## config.mk

```make
export PLATFORM = sky130hd
export DESIGN_NAME = tick_sequencer
export DESIGN_NICKNAME = d
export VERILOG_FILES = /design/src/rtl/redstone_pkg.sv /design/src/rtl/tick_sequencer.sv
export SDC_FILE = /design/constraint.sdc
export NUM_CORES = 1
export LEC_CHECK = 0
export BUFFER_PORTS_ARGS = -buffer_cell sky130_fd_sc_hd__buf_2
export CAP_MARGIN = 20
export CORE_ASPECT_RATIO = 1.75
export CORE_UTILIZATION = 45
export CTS_CLUSTER_SIZE = 10
export DETAILED_ROUTE_END_ITERATION = 8
export PLACE_DENSITY = 0.68
export SLEW_MARGIN = 20
export SYNTH_ARGS = -nofsm -noshare
export SYNTH_HDL_FRONTEND = slang
export SYNTH_SLANG_ARGS = --single-unit
```

## constraint.sdc

```tcl
create_clock -name i_clk -period 3.4 [get_ports i_clk]
set_input_delay 0.34 -clock i_clk [delete_from_list [all_inputs] [get_ports i_clk]]
set_output_delay 0.34 -clock i_clk [all_outputs]
set_load 0.01 [all_outputs]
```

## src/rtl/redstone_pkg.sv

```systemverilog
// Shared types for the redstone tick path: sequencer states and host command encodings.
package redstone_pkg;

  localparam int CMD_W   = 2;
  localparam int STATE_W = 2;

  typedef enum logic [STATE_W-1:0] {
    ST_IDLE = 2'd0,
    ST_RUN  = 2'd1,
    ST_STEP = 2'd2
  } tick_state_e;

  typedef enum logic [CMD_W-1:0] {
    CMD_NOP   = 2'd0,
    CMD_RUN   = 2'd1,
    CMD_PAUSE = 2'd2,
    CMD_STEP  = 2'd3
  } tick_cmd_e;

endpackage

```

## src/rtl/tick_sequencer.sv

```systemverilog
// Turns divider tick edges into req/done tick requests for the simulation core,
// with run/pause/step control, a small pending buffer and overrun detection.
//
// state | meaning
// IDLE  | divider disabled, edges ignored, nothing new issued
// RUN   | every divider edge becomes a tick request
// STEP  | edges accepted until the loaded step count is used up
module tick_sequencer
  import redstone_pkg::*;
#(
  parameter int TICK_CNT_W = 32,
  parameter int PEND_W     = 2
) (
  input  logic                  i_clk,
  input  logic                  i_rst_n,
  input  logic                  i_tick_clk,
  output logic                  o_div_en,
  input  logic                  i_cmd_valid,
  input  logic [CMD_W-1:0]      i_cmd,
  input  logic [TICK_CNT_W-1:0] i_step_count,
  output logic                  o_tick_req,
  input  logic                  i_tick_done,
  output logic [TICK_CNT_W-1:0] o_tick_count,
  output logic [PEND_W-1:0]     o_pending,
  output logic [STATE_W-1:0]    o_state,
  output logic                  o_step_done,
  output logic                  o_overrun,
  input  logic                  i_overrun_clr
);

  localparam logic [PEND_W-1:0] PEND_MAX = {PEND_W{1'b1}};

  tick_state_e           r_state;
  tick_state_e           w_state_nxt;
  tick_cmd_e             w_cmd;
  logic                  r_tick_d;
  logic [PEND_W-1:0]     r_pending;
  logic [PEND_W-1:0]     w_pending_nxt;
  logic [TICK_CNT_W-1:0] r_remaining;
  logic [TICK_CNT_W-1:0] w_remaining_nxt;
  logic                  r_in_flight;
  logic [TICK_CNT_W-1:0] r_tick_count;
  logic                  r_step_done;
  logic                  r_overrun;

  logic w_edge;
  logic w_accept_ok;
  logic w_can_issue;
  logic w_issue;
  logic w_accept;
  logic w_drop;
  logic w_flush;
  logic w_step_fin;
  logic w_complete;

  always_comb begin
    w_cmd           = tick_cmd_e'(i_cmd);
    w_state_nxt     = r_state;
    w_remaining_nxt = r_remaining;
    w_flush         = 1'b0;
    w_step_fin      = 1'b0;

    w_edge      = i_tick_clk & ~r_tick_d;
    w_accept_ok = (r_state == ST_RUN) || ((r_state == ST_STEP) && (r_remaining != '0));
    w_can_issue = !r_in_flight && (r_pending != '0);
    // A full buffer still takes the edge when an issue frees a slot in the same cycle.
    w_accept    = w_edge && w_accept_ok && ((r_pending != PEND_MAX) || w_can_issue);
    w_drop      = w_edge && w_accept_ok && (r_pending == PEND_MAX) && !w_can_issue;
    w_complete  = i_tick_done && r_in_flight;

    if (w_accept && (r_state == ST_STEP)) begin
      w_remaining_nxt = r_remaining - TICK_CNT_W'(1);
    end

    if (i_cmd_valid && (w_cmd != CMD_NOP)) begin
      case (w_cmd)
        CMD_RUN: begin
          w_state_nxt     = ST_RUN;
          w_remaining_nxt = '0;
        end
        CMD_PAUSE: begin
          w_state_nxt     = ST_IDLE;
          w_remaining_nxt = '0;
          w_flush         = 1'b1;
        end
        CMD_STEP: begin
          if (i_step_count == '0) begin
            w_state_nxt     = ST_IDLE;
            w_remaining_nxt = '0;
            w_flush         = 1'b1;
            w_step_fin      = 1'b1;
          end else begin
            w_state_nxt     = ST_STEP;
            w_remaining_nxt = i_step_count;
          end
        end
        default: ;
      endcase
    end else if ((r_state == ST_STEP) && (r_remaining == '0) && (r_pending == '0) && !r_in_flight) begin
      w_state_nxt = ST_IDLE;
      w_step_fin  = 1'b1;
    end

    w_issue = w_can_issue && !w_flush;

    if (w_flush) begin
      w_pending_nxt = '0;
    end else begin
      case ({w_accept, w_issue})
        2'b10:   w_pending_nxt = r_pending + PEND_W'(1);
        2'b01:   w_pending_nxt = r_pending - PEND_W'(1);
        default: w_pending_nxt = r_pending;
      endcase
    end
  end

  always_ff @(posedge i_clk or negedge i_rst_n) begin
    if (!i_rst_n) begin
      r_state      <= ST_IDLE;
      r_tick_d     <= 1'b0;
      r_pending    <= '0;
      r_remaining  <= '0;
      r_in_flight  <= 1'b0;
      r_tick_count <= '0;
      r_step_done  <= 1'b0;
      r_overrun    <= 1'b0;
    end else begin
      r_state     <= w_state_nxt;
      r_tick_d    <= i_tick_clk;
      r_pending   <= w_pending_nxt;
      r_remaining <= w_remaining_nxt;
      r_step_done <= w_step_fin;
      if (w_issue) begin
        r_in_flight <= 1'b1;
      end else if (w_complete) begin
        r_in_flight <= 1'b0;
      end
      if (w_complete) begin
        r_tick_count <= r_tick_count + TICK_CNT_W'(1);
      end
      if (i_overrun_clr) begin
        r_overrun <= 1'b0;
      end else if (w_drop) begin
        r_overrun <= 1'b1;
      end
    end
  end

  assign o_div_en     = (r_state != ST_IDLE);
  assign o_tick_req   = r_in_flight;
  assign o_tick_count = r_tick_count;
  assign o_pending    = r_pending;
  assign o_state      = r_state;
  assign o_step_done  = r_step_done;
  assign o_overrun    = r_overrun;

endmodule

```

; Yosys cells after proc, flatten, opt, wreduce, memory -nomap -nowiden
; Cells that the tools add are included.
[totals]
mem_bits_ro = 0
out_inout_bits = 40
latchBits = 0
ram_bits = 0
ff_bits = 72
elab_cells = 75
inputBits = 40
mem_count = 0
[classes]
n_div = 0
order_cmp = 0
bitwise_logic = 2
mul = 0
n_reduce_logical = 31
addsub = 4
eq_ne = 10
n_mux = 20
n_shift = 0
[ops]
columns = cell, n
row1 = $mux W32, 3
row2 = $logic_not A32 Y1, 2
row3 = $pmux W32 S2, 1
row4 = $add A32 B1 Y32 const B, 1
row5 = $reduce_bool A32 Y1, 1
row6 = $sub A32 B1 Y32 const B, 1
row7 = $logic_and A1 B1 Y1, 13
row8 = $reduce_bool A2 Y1, 6
row9 = $eq A2 B2 Y1 const B, 5
row10 = $mux W1, 9
row11 = $mux W2, 4
row12 = $eq A2 B1 Y1 const B, 3
row13 = $pmux W2 S3, 1
row14 = $ne A4 B1 Y1 const B, 1
row15 = $pmux W2 S2, 1
row16 = $logic_not A1 Y1, 3
row17 = $reduce_bool A3 Y1, 1
row18 = $add A2 B1 Y2 const B, 1
row19 = $logic_not A2 Y1, 1
row20 = $logic_or A1 B1 Y1, 2
row21 = $ne A2 B2 Y1 const B, 1
row22 = $pmux W1 S2, 1
row23 = $reduce_and A2 Y1, 1
row24 = $reduce_or A2 Y1, 1
row25 = 3 further kinds, 3

; Depth between registers and ports, before layout
; Gate-level depths: netlist (run 1).
[logic_depth]
word_depth = 9
depth_mapped = 7
depth_no_buf = 7

; Worst setup path after synthesis (run 1)
; Ideal clock, no wire load.
[synth_timing]
path_type = register to register
startpoint = register r_remaining[15]
endpoint = register r_pending[0], in the netlist o_pending[0]
slack_ns = 0.989
t_required_ns = 3.304
arrival_time_ns = 2.315
setup_time_ns = 0.096
path_buffers = 0
synth_period_minus_slack_ns = 2.411
path_stages_with_launch = 7
path_cell_list = dfrtp_1 or3_4 or4_4 or4_4 nor2b_4 xnor2_1 o31ai_1
[synth_via]
elab_chain_len = 8
elab_cells_between_ends = 10
classes_between = 2 x eq/ne / 2 x mux / 6 x reduce/logical
[synth_rtl]
columns = element, line_no
row1 = start: declaration, tick_sequencer.sv:39  ; logic [TICK_CNT_W-1:0] r_remaining;
row2 = start signal: assignment, tick_sequencer.sv:131  ; r_remaining <= w_remaining_nxt;
row3 = $reduce_bool A32 Y1 (*), tick_sequencer.sv:64  ; w_accept_ok = (r_state == ST_RUN) || ((r_state == ST_STEP) && (r_remaining != '0));
row4 = $logic_and A1 B1 Y1 (*), tick_sequencer.sv:64
row5 = $logic_or A1 B1 Y1 (*), tick_sequencer.sv:64
row6 = $logic_and A1 B1 Y1 (*) (2 in series), tick_sequencer.sv:67  ; w_accept = w_edge && w_accept_ok && ((r_pending != PEND_MAX) || w_can_issue);
row7 = $eq A2 B1 Y1 or $eq A2 B2 Y1 (tied branches), tick_sequencer.sv:109  ; case ({w_accept, w_issue})
row8 = $pmux W2 S2, tick_sequencer.sv:109
row9 = $mux W2, tick_sequencer.sv:106  ; if (w_flush) begin
row10 = end signal: assignment, tick_sequencer.sv:130  ; r_pending <= w_pending_nxt;
row11 = end: declaration, tick_sequencer.sv:37  ; logic [PEND_W-1:0] r_pending;
; Mark *: on every way between the ends. The rest lies on a longest branch, timed or not.
; A chain may end at the register's enable or synchronous reset.

; Final worst setup path (run 1)
; Same ends and word-level chain as after synthesis.

==> results of run 1 <==
[worst register-to-register path, cell delays in order, from the launching register on]
cell and delay (ps):
dfrtp_1 420, or3_4 440, or4_4 550, or4_4 570, nor2b_4 160, o2111ai_1 200
o31ai_1 100
[routing by layer]
layer | vias up | routed length (um) | track usage [%]
li1 | 1567 | - | -
met1 | 1529 | 3390 | 24.3
met2 | 91 | 4790 | 39.5
met3 | 19 | 439 | 4.76
met4 | 0 | 328 | 14.6
met5 | - | 0 | 0
[cells in the mapped netlist, types with 4 or more instances]
master and count:
dfrtp_1 72, nand2_1 50, xnor2_1 37, nand3_1 32
nor2_1 27, o21ai_0 24, xor2_1 21, nor4_1 18
a22o_1 10, nand4_1 9, clkbuf_1 8, nor3_1 8
and3_1 6, inv_1 4, or2_2 4, or3_1 4
[stage by stage]
| step | cells | util [%] | setup WS [ps] | cell area [um2] |
|---|---|---|---|---|
| finish | 566 | 57.2 | 842 | 4590 |
| global route | 566 | 57.2 | 679 | 4590 |
| global placement | 550 | 53.4 | 883 | 4280 |
| CTS | 566 | 57.2 | 835 | 4590 |
| floorplan | 383 | - | 989 | 3750 |
| detailed placement | 550 | 53.4 | 843 | 4280 |
[registers in the layout, indices dropped and copies added, names as in the netlist]
register      count
o_overrun         1
o_pending         2
o_state           2
o_step_done       1
o_tick_count     32
o_tick_req        1
r_remaining      32
r_tick_d          1
[layout make-up]
class                           instances  area [um2]
Clock buffer                           11         253
Clock inverter                          5        55.1
Fill cell                             704        3430
Inverter                                4        15.0
Multi-Input combinational cell        299        1910
Sequential cell                        72        1800
Tap cell                               90         113
Timing Repair Buffer                   85         440
[where the power goes]
part | leakage (nW) | internal (W) | switching [W]
Combinational | 1.01 | 0.000188 | 0.000239
Clock | 0.148 | 0.000605 | 0.000355
Sequential | 0.968 | 0.000937 | 0.000102
[worst max path at each step]
stage	depth (start not counted)	to	start
4_1_cts	6	o_pending[0]	r_remaining[15]
2_1_floorplan	6	o_pending[0]	r_remaining[15]
3_3_place_gp	6	o_pending[0]	r_remaining[15]
6_report	6	o_pending[0]	r_remaining[15]
5_1_grt	6	r_remaining[10]	r_remaining[15]
3_5_place_dp	8	r_remaining[11]	i_step_count[8]
[cell families after synthesis]
family / Yosys count / share of synthesized area, %
AOI/OAI and AO/OA: 54 / 10.1
buffers and inverters: 12 / 1.20
adders and majority gates: 3 / 1.00
and+or+nand+nor: 182 / 25.6
xor gates and xnor gates: 58 / 13.5
muxes: 2 / 0.566
DFF: 72 / 48.0
==> impl_metrics.toml, run 1 <==
[status]
violations = "DRC"
status = "complete, but fails checks"

[place]
portBuffers = 79
hpwl_um = 6430
globalplace.congestion = 0.887

[clock_network]
cts_buffers = 9
cts_sinks = 72
clk_path_buf_depth = 2
insertion_delay_ps = 330
cts_tree = "done"
hold_buffers = 0
clk_pin_slew_worst_paths_ps = 60
ctsRootBufferMaster = "clkbuf_16"
post-cts-setup-buffers = 0
htreeDepth = 3
cts_resized = 0

[yosys]
synth_warnings = 0
synthTopCellsByArea = "dfrtp_1 48%, xnor2_1 8.6%, nand2_1 5.0%"
ys.flop_type = "dfrtp_1"
synth_cell_type_count = 49
synth_top_area_share_pct = 48.0
syn_nets = 426
netlist_area_mm2 = 0.00375
ys_seq_elements = 72
synthArstFlopShare_pct = 100
syn-mean-instance-area_um2 = 9.80
syn_inst = 383
synth_edf_count = 0
synth-seq-area-share_pct = 48.0
synth.largest_area_cell = "dfrtp_1"

[setup_path]
crit_type = "reg2reg"
start_kind = "flop"
crit_fanout = 6
r2r-end = "o_pending[0]"
crit_path_top_delay_cell = "or4_4"
critical_path.most_common_cell = "or4_4"
path_cells = "or3_4, or4_4, or4_4, nor2b_4, o2111ai_1, o31ai_1"
crit_buf_inv = 0
r2r_slack_ps = 840
arrival_ps = 2770
reg2reg_from = "r_remaining[15]"
critical_path.endpoint_type = "flop"
cpLargestDelayFamily = "simple AND/OR/NAND/NOR gates"
worstRegToRegCells = 6
slowest_delay_ps = 570
required_ps = 3610

[global_routing]
grt_pass1_wl_um = 15100
globalRoute.totalOverflow = 0
grt_start_max_net_pins = 73
first_global_vias = 3260
antenna_found_initial = 0
grtUsageTotal_pct = 22.5

[cells_and_area]
final_common_cell = "buf_2"
syn_to_final_growth_pct = 22.2
num_antenna_cells = 0
final_nets = 514
drive_above_1_share_pct = 25.2
most-common-layout-cells = "79 x buf_2, 72 x dfrtp_1, 50 x nand2_1"

[sta]
skew_ps = 6.62
finalSetupViolations = 0
drv_slew = 0
fmax_mhz = 391
period_needed_ps = 2560
hold_viol_final = 0
rsz0062_at_grt = "false"
max_slew_margin_pct = 38.3
timing.setup.tns_ps = 0
period_share_pct = 75.2
worst-slew-pin-transition_ps = 925
holdWs_ps = 150

[drt]
antenna_left = 0
num_vias = 3206
drtPass1Iterations = 9
avgViaCountPerCell = 5.66
routed_wl_um = 8950
drt_iter0_drc = 181
route.detailed.drc = 8
wl_per_cell_um = 15.8

[hold_path]
hp-start = "i_tick_clk"
hold_end = "r_tick_d"
hold_depth = 1
hold_path.class = "in2reg"

[job]
maxCapViolations = 0

[floorplanning]
rows = 43
io_pins = 80
core-area_mm2 = 0.00802
fp.dieH_um = 123
dieArea_mm2 = 0.00873
start_util_pct = 46.8
die_w_um = 71.1

[power]
power_density_mw_per_mm2 = 529
power.total_w = 0.00242
irDropWorstVdd_mv = 0.278
p_leak_nw = 2.12
(Power assumes the default switching activity.)
==> run 2: changes to the inputs <==
==> constraint.sdc (replaced) <==
create_clock -name i_clk -period 2.55 [get_ports i_clk]
set_input_delay 0.255 -clock i_clk [delete_from_list [all_inputs] [get_ports i_clk]]
set_output_delay 0.255 -clock i_clk [all_outputs]
set_load 0.01 [all_outputs]
==> impl_metrics.toml, run 2 (synthesis gave the netlist of run 1 again) <==
[status]
status = "complete, but fails checks"
violations = "DRC"

[sta]
timing.setup.tns_ps = 0
period_share_pct = 96.7
rsz0062_at_grt = "false"
fmax_mhz = 406
max_slew_margin_pct = 52.1
finalSetupViolations = 0
period_needed_ps = 2460
worst-slew-pin-transition_ps = 717
skew_ps = 4.41
drv_slew = 0
hold_viol_final = 0

[cells_and_area]
multi_input_area_mm2 = 0.00192
final_common_cell = "buf_2"
fin_cells = 576
num_antenna_cells = 0
syn_to_final_growth_pct = 24.0
finish.instance_area_mm2 = 0.00466
drive_above_1_share_pct = 26.5
most-common-layout-cells = "79 x buf_2, 72 x dfrtp_1, 50 x nand2_1"
nFillCells = 714
final_nets = 526
regArea_mm2 = 0.00180

[place]
hpwl_um = 6660
portBuffers = 79
placed_cell_area_mm2 = 0.00438
globalplace.congestion = 0.879
placed_cells = 561

[setup_path]
arrival_ps = 2670
crit_type = "reg2reg"
required_ps = 2750
critical_path.endpoint_type = "flop"
start_kind = "flop"
crit_fanout = 6

[power]
p_seq_share_pct = 44.4
p_leak_nw = 2.17
p_comb_share_pct = 19.7
power_density_mw_per_mm2 = 668
power.total_w = 0.00311
p_sw_share_pct = 29.5
irDropWorstVdd_mv = 0.326
switchingPower_w = 0.000918
power.internal_w = 0.00219
clkPwrFrac_pct = 35.9

[global_routing]
globalRoute.totalOverflow = 0
grt_start_max_net_pins = 73
antenna_found_initial = 0
first_global_vias = 3188
grt_pass1_wl_um = 14800
grtUsageTotal_pct = 22.0

[hold_path]
hold_path.class = "in2reg"

[clock_network]
post-cts-setup-buffers = 0
clk_pin_slew_worst_paths_ps = 50
htreeDepth = 3
cts_sinks = 72
clk_path_buf_depth = 2
ctsRootBufferMaster = "clkbuf_16"
cts_buffers = 9
insertion_delay_ps = 330
cts_tree = "done"

[drt]
drtPass1Iterations = 6
avgViaCountPerCell = 5.65
wl_per_cell_um = 15.5
num_vias = 3253
route.detailed.drc = 8
routed_wl_um = 8910
drt_iter0_drc = 134
antenna_left = 0

[floorplanning]
dieArea_mm2 = 0.00873
rows = 43
die_w_um = 71.1
io_pins = 80
fp.dieH_um = 123
core-area_mm2 = 0.00802
start_util_pct = 46.8

[job]
maxCapViolations = 0
==> run 2: layout make-up <==
type / instances / share of cell area [%]
multi-input cells: 299 / 41.2
flip-flops and latches: 72 / 38.7
repair buffers: 97 / 11.7
clock buffers: 10 / 5.13
well taps: 90 / 2.42
clock inverters: 4 / 0.484
inverters: 4 / 0.322
==> run 2: power groups by stage <==
stage	Clock, W	Combinational [W]	Sequential [W]
6_report	0.00112	0.000612	0.00138
5_1_grt	0.00119	0.000680	0.00140
4_1_cts	0.00114	0.000612	0.00138
3_5_place_dp	0	0.000606	0.00140
3_3_place_gp	0	0.000595	0.00140
2_1_floorplan	0	0.000340	0.00140
==> run 2: what timing repair did <==
action                     4_1_cts  5_1_grt
hold endpoints to repair        72        0
hold buffers                     1        0
setup endpoints to repair        0        1
resized for setup                0        1
==> run 2: path summary, 6_finish.rpt <==
check	from	to	slack (ps)	depth (start not counted)
min in group asynchronous	i_rst_n	o_tick_count[28]	470	3
min	i_tick_clk	r_tick_d	60	1
max	r_remaining[15]	o_pending[0]	90	6
min reg2reg	o_tick_count[31]	o_tick_count[31]	470	1
max reg2reg	r_remaining[15]	o_pending[0]	90	6
max in group asynchronous	i_rst_n	r_remaining[19]	1760	3
==> run 2: metal layers <==
layer / up-vias / global-route usage (%) / routed length, um
li1: 1584 / - / -
met1: 1568 / 24.3 / 3400
met2: 82 / 39.5 / 4880
met3: 19 / 4.52 / 370
met4: 0 / 10.9 / 263
met5: - / 0 / 0
==> run 2: critical path, stage by stage, from the launching register on <==
cell       delay [ps]
dfrtp_1           380
or3_4             420
or4_4             550
or4_4             560
nor2b_4           160
o2111ai_1         190
o31ai_1            90
==> run 2: metrics by stage <==
stage / hold slack [ps] / setup slack [ps] / util (%)
after floorplan: -40.6 / 139 / -
after global placement: 315 / 133 / 54.6
after detailed placement: 313 / 108 / 54.6
after CTS: 46.7 / 99.6 / 58.0
after global routing: 54.1 / 31.6 / 58.1
final: 58.2 / 85.2 / 58.1
==> run 3: changes to the inputs <==
--- a/config.mk
+++ b/config.mk
@@ -12,6 +12,7 @@
 export CTS_CLUSTER_SIZE = 10
 export DETAILED_ROUTE_END_ITERATION = 8
 export PLACE_DENSITY = 0.68
+export REMOVE_ABC_BUFFERS = 1
 export SLEW_MARGIN = 20
 export SYNTH_ARGS = -nofsm -noshare
 export SYNTH_HDL_FRONTEND = slang
==> impl_metrics.toml, run 3 (synthesis gave the netlist of run 1 again) <==
[status]
status = "complete, but fails checks"
violations = "DRC"

[cells_and_area]
drive_above_1_share_pct = 27.2
syn_to_final_growth_pct = 25.6
multi_input_area_mm2 = 0.00192
most-common-layout-cells = "79 x buf_2, 72 x dfrtp_1, 50 x nand2_1"
num_antenna_cells = 0
regArea_mm2 = 0.00180
finish.instance_area_mm2 = 0.00472
nFillCells = 737
final_common_cell = "buf_2"
final_nets = 527
utilization_pct = 58.8
fin_cells = 579

[drt]
route.detailed.drc = 8
avgViaCountPerCell = 5.71
routed_wl_um = 9410
wl_per_cell_um = 16.3
drtPass1Iterations = 6
drt_iter0_drc = 171
num_vias = 3305
antenna_left = 0

[setup_path]
required_ps = 2760
crit_type = "reg2reg"
path_cells = "or3_1, or4_4, buf_4, nor2_2, nand4b_1, xnor2_1, a22o_1"
critical_path.endpoint_type = "flop"
start_kind = "flop"
crit_path_top_delay_cell = "or4_4"
arrival_ps = 2640
crit_fanout = 10
slowest_delay_ps = 520

[global_routing]
grt_start_max_net_pins = 73
grt_pass1_wl_um = 15500
antenna_found_initial = 0
first_global_vias = 3280
globalRoute.totalOverflow = 0
grtUsageTotal_pct = 23.2

[sta]
hold_viol_final = 0
timing.setup.tns_ps = 0
finalSetupViolations = 0
fmax_mhz = 412
worst-slew-pin-transition_ps = 906
drv_slew = 0
rsz0062_at_grt = "false"
period_share_pct = 95.1
period_needed_ps = 2430
skew_ps = 8.74
max_slew_margin_pct = 39.6

[clock_network]
htreeDepth = 3
clk_path_buf_depth = 2
cts_tree = "done"
cts_buffers = 9
insertion_delay_ps = 330
ctsRootBufferMaster = "clkbuf_16"
clk_pin_slew_worst_paths_ps = 60
cts_sinks = 72

[place]
placed_cell_area_mm2 = 0.00438
globalplace.congestion = 0.809
hpwl_um = 6790
portBuffers = 79
placed_cells = 561

[floorplanning]
rows = 43
io_pins = 80
core-area_mm2 = 0.00802
fp.dieH_um = 123
die_w_um = 71.1
start_util_pct = 46.8
dieArea_mm2 = 0.00873

[power]
p_leak_nw = 2.20
irDropWorstVdd_mv = 0.421
power_density_mw_per_mm2 = 704

[hold_path]
hold_path.class = "in2reg"

[job]
maxCapViolations = 0
==> run 3: metal layers <==
layer	track usage [%]	wire length, um	up-vias
met5	0	0	-
met4	10.4	157	0
met3	4.68	348	16
met2	42.9	5210	107
met1	25.2	3690	1588
li1	-	-	1594
==> run 3: cell type report <==
class | instances | share of cell area, %
Tap cell | 90 | 2.39
Inverter | 4 | 0.318
Clock buffer | 12 | 5.65
Multi-Input combinational cell | 299 | 40.7
Clock inverter | 4 | 1.09
Timing Repair Buffer | 98 | 11.7
Sequential cell | 72 | 38.2
==> run 3: stage by stage <==
stage | total power [W] | worst slack (ps) | hold slack, ps
after CTS | 0.00334 | 37.8 | 60.9
final | 0.00332 | 124 | 80.7
after detailed placement | 0.00201 | 48.5 | 405
after floorplan | 0.00174 | 139 | -40.6
after global placement | 0.00200 | 121 | 404
after global routing | 0.00348 | 25.9 | 66.1
==> run 3: final timing paths <==
kind / to / cells past startpoint / startpoint / slack (ps)
worst max-delay path: r_remaining[26] / 7 / r_remaining[22] / 120
worst min-delay path: r_tick_d / 1 / i_tick_clk / 80
worst min register to register: o_tick_count[31] / 1 / o_tick_count[31] / 470
max in group asynchronous: r_remaining[31] / 2 / i_rst_n / 1810
worst max register to register: r_remaining[26] / 7 / r_remaining[22] / 120
min in group asynchronous: o_tick_count[27] / 2 / i_rst_n / 150
==> run 3: worst max-delay path: cells and delay by family, from the launching register on <==
kind,cells,cell delay (ps)
AOI/OAI and AO/OA,1,200
xor gates and xnor gates,1,150
buffers and inverters,1,170
DFF,1,370
and+or+nand+nor,4,1430
==> run 3: what timing repair did <==
item | CTS | global route
resized for setup | 0 | 1
hold buffers | 0 | 0
buffers inserted | 0 | 2
setup endpoints to repair | 0 | 1
==> run 3: power breakdown <==
group	total, W	internal [W]	leakage [nW]	switching (W)
registers	0.00139	0.00125	0.968	0.000139
clock network	0.00131	0.000837	0.155	0.000475
logic	0.000621	0.000283	1.08	0.000338
total	0.00332	0.00237	2.20	0.000952
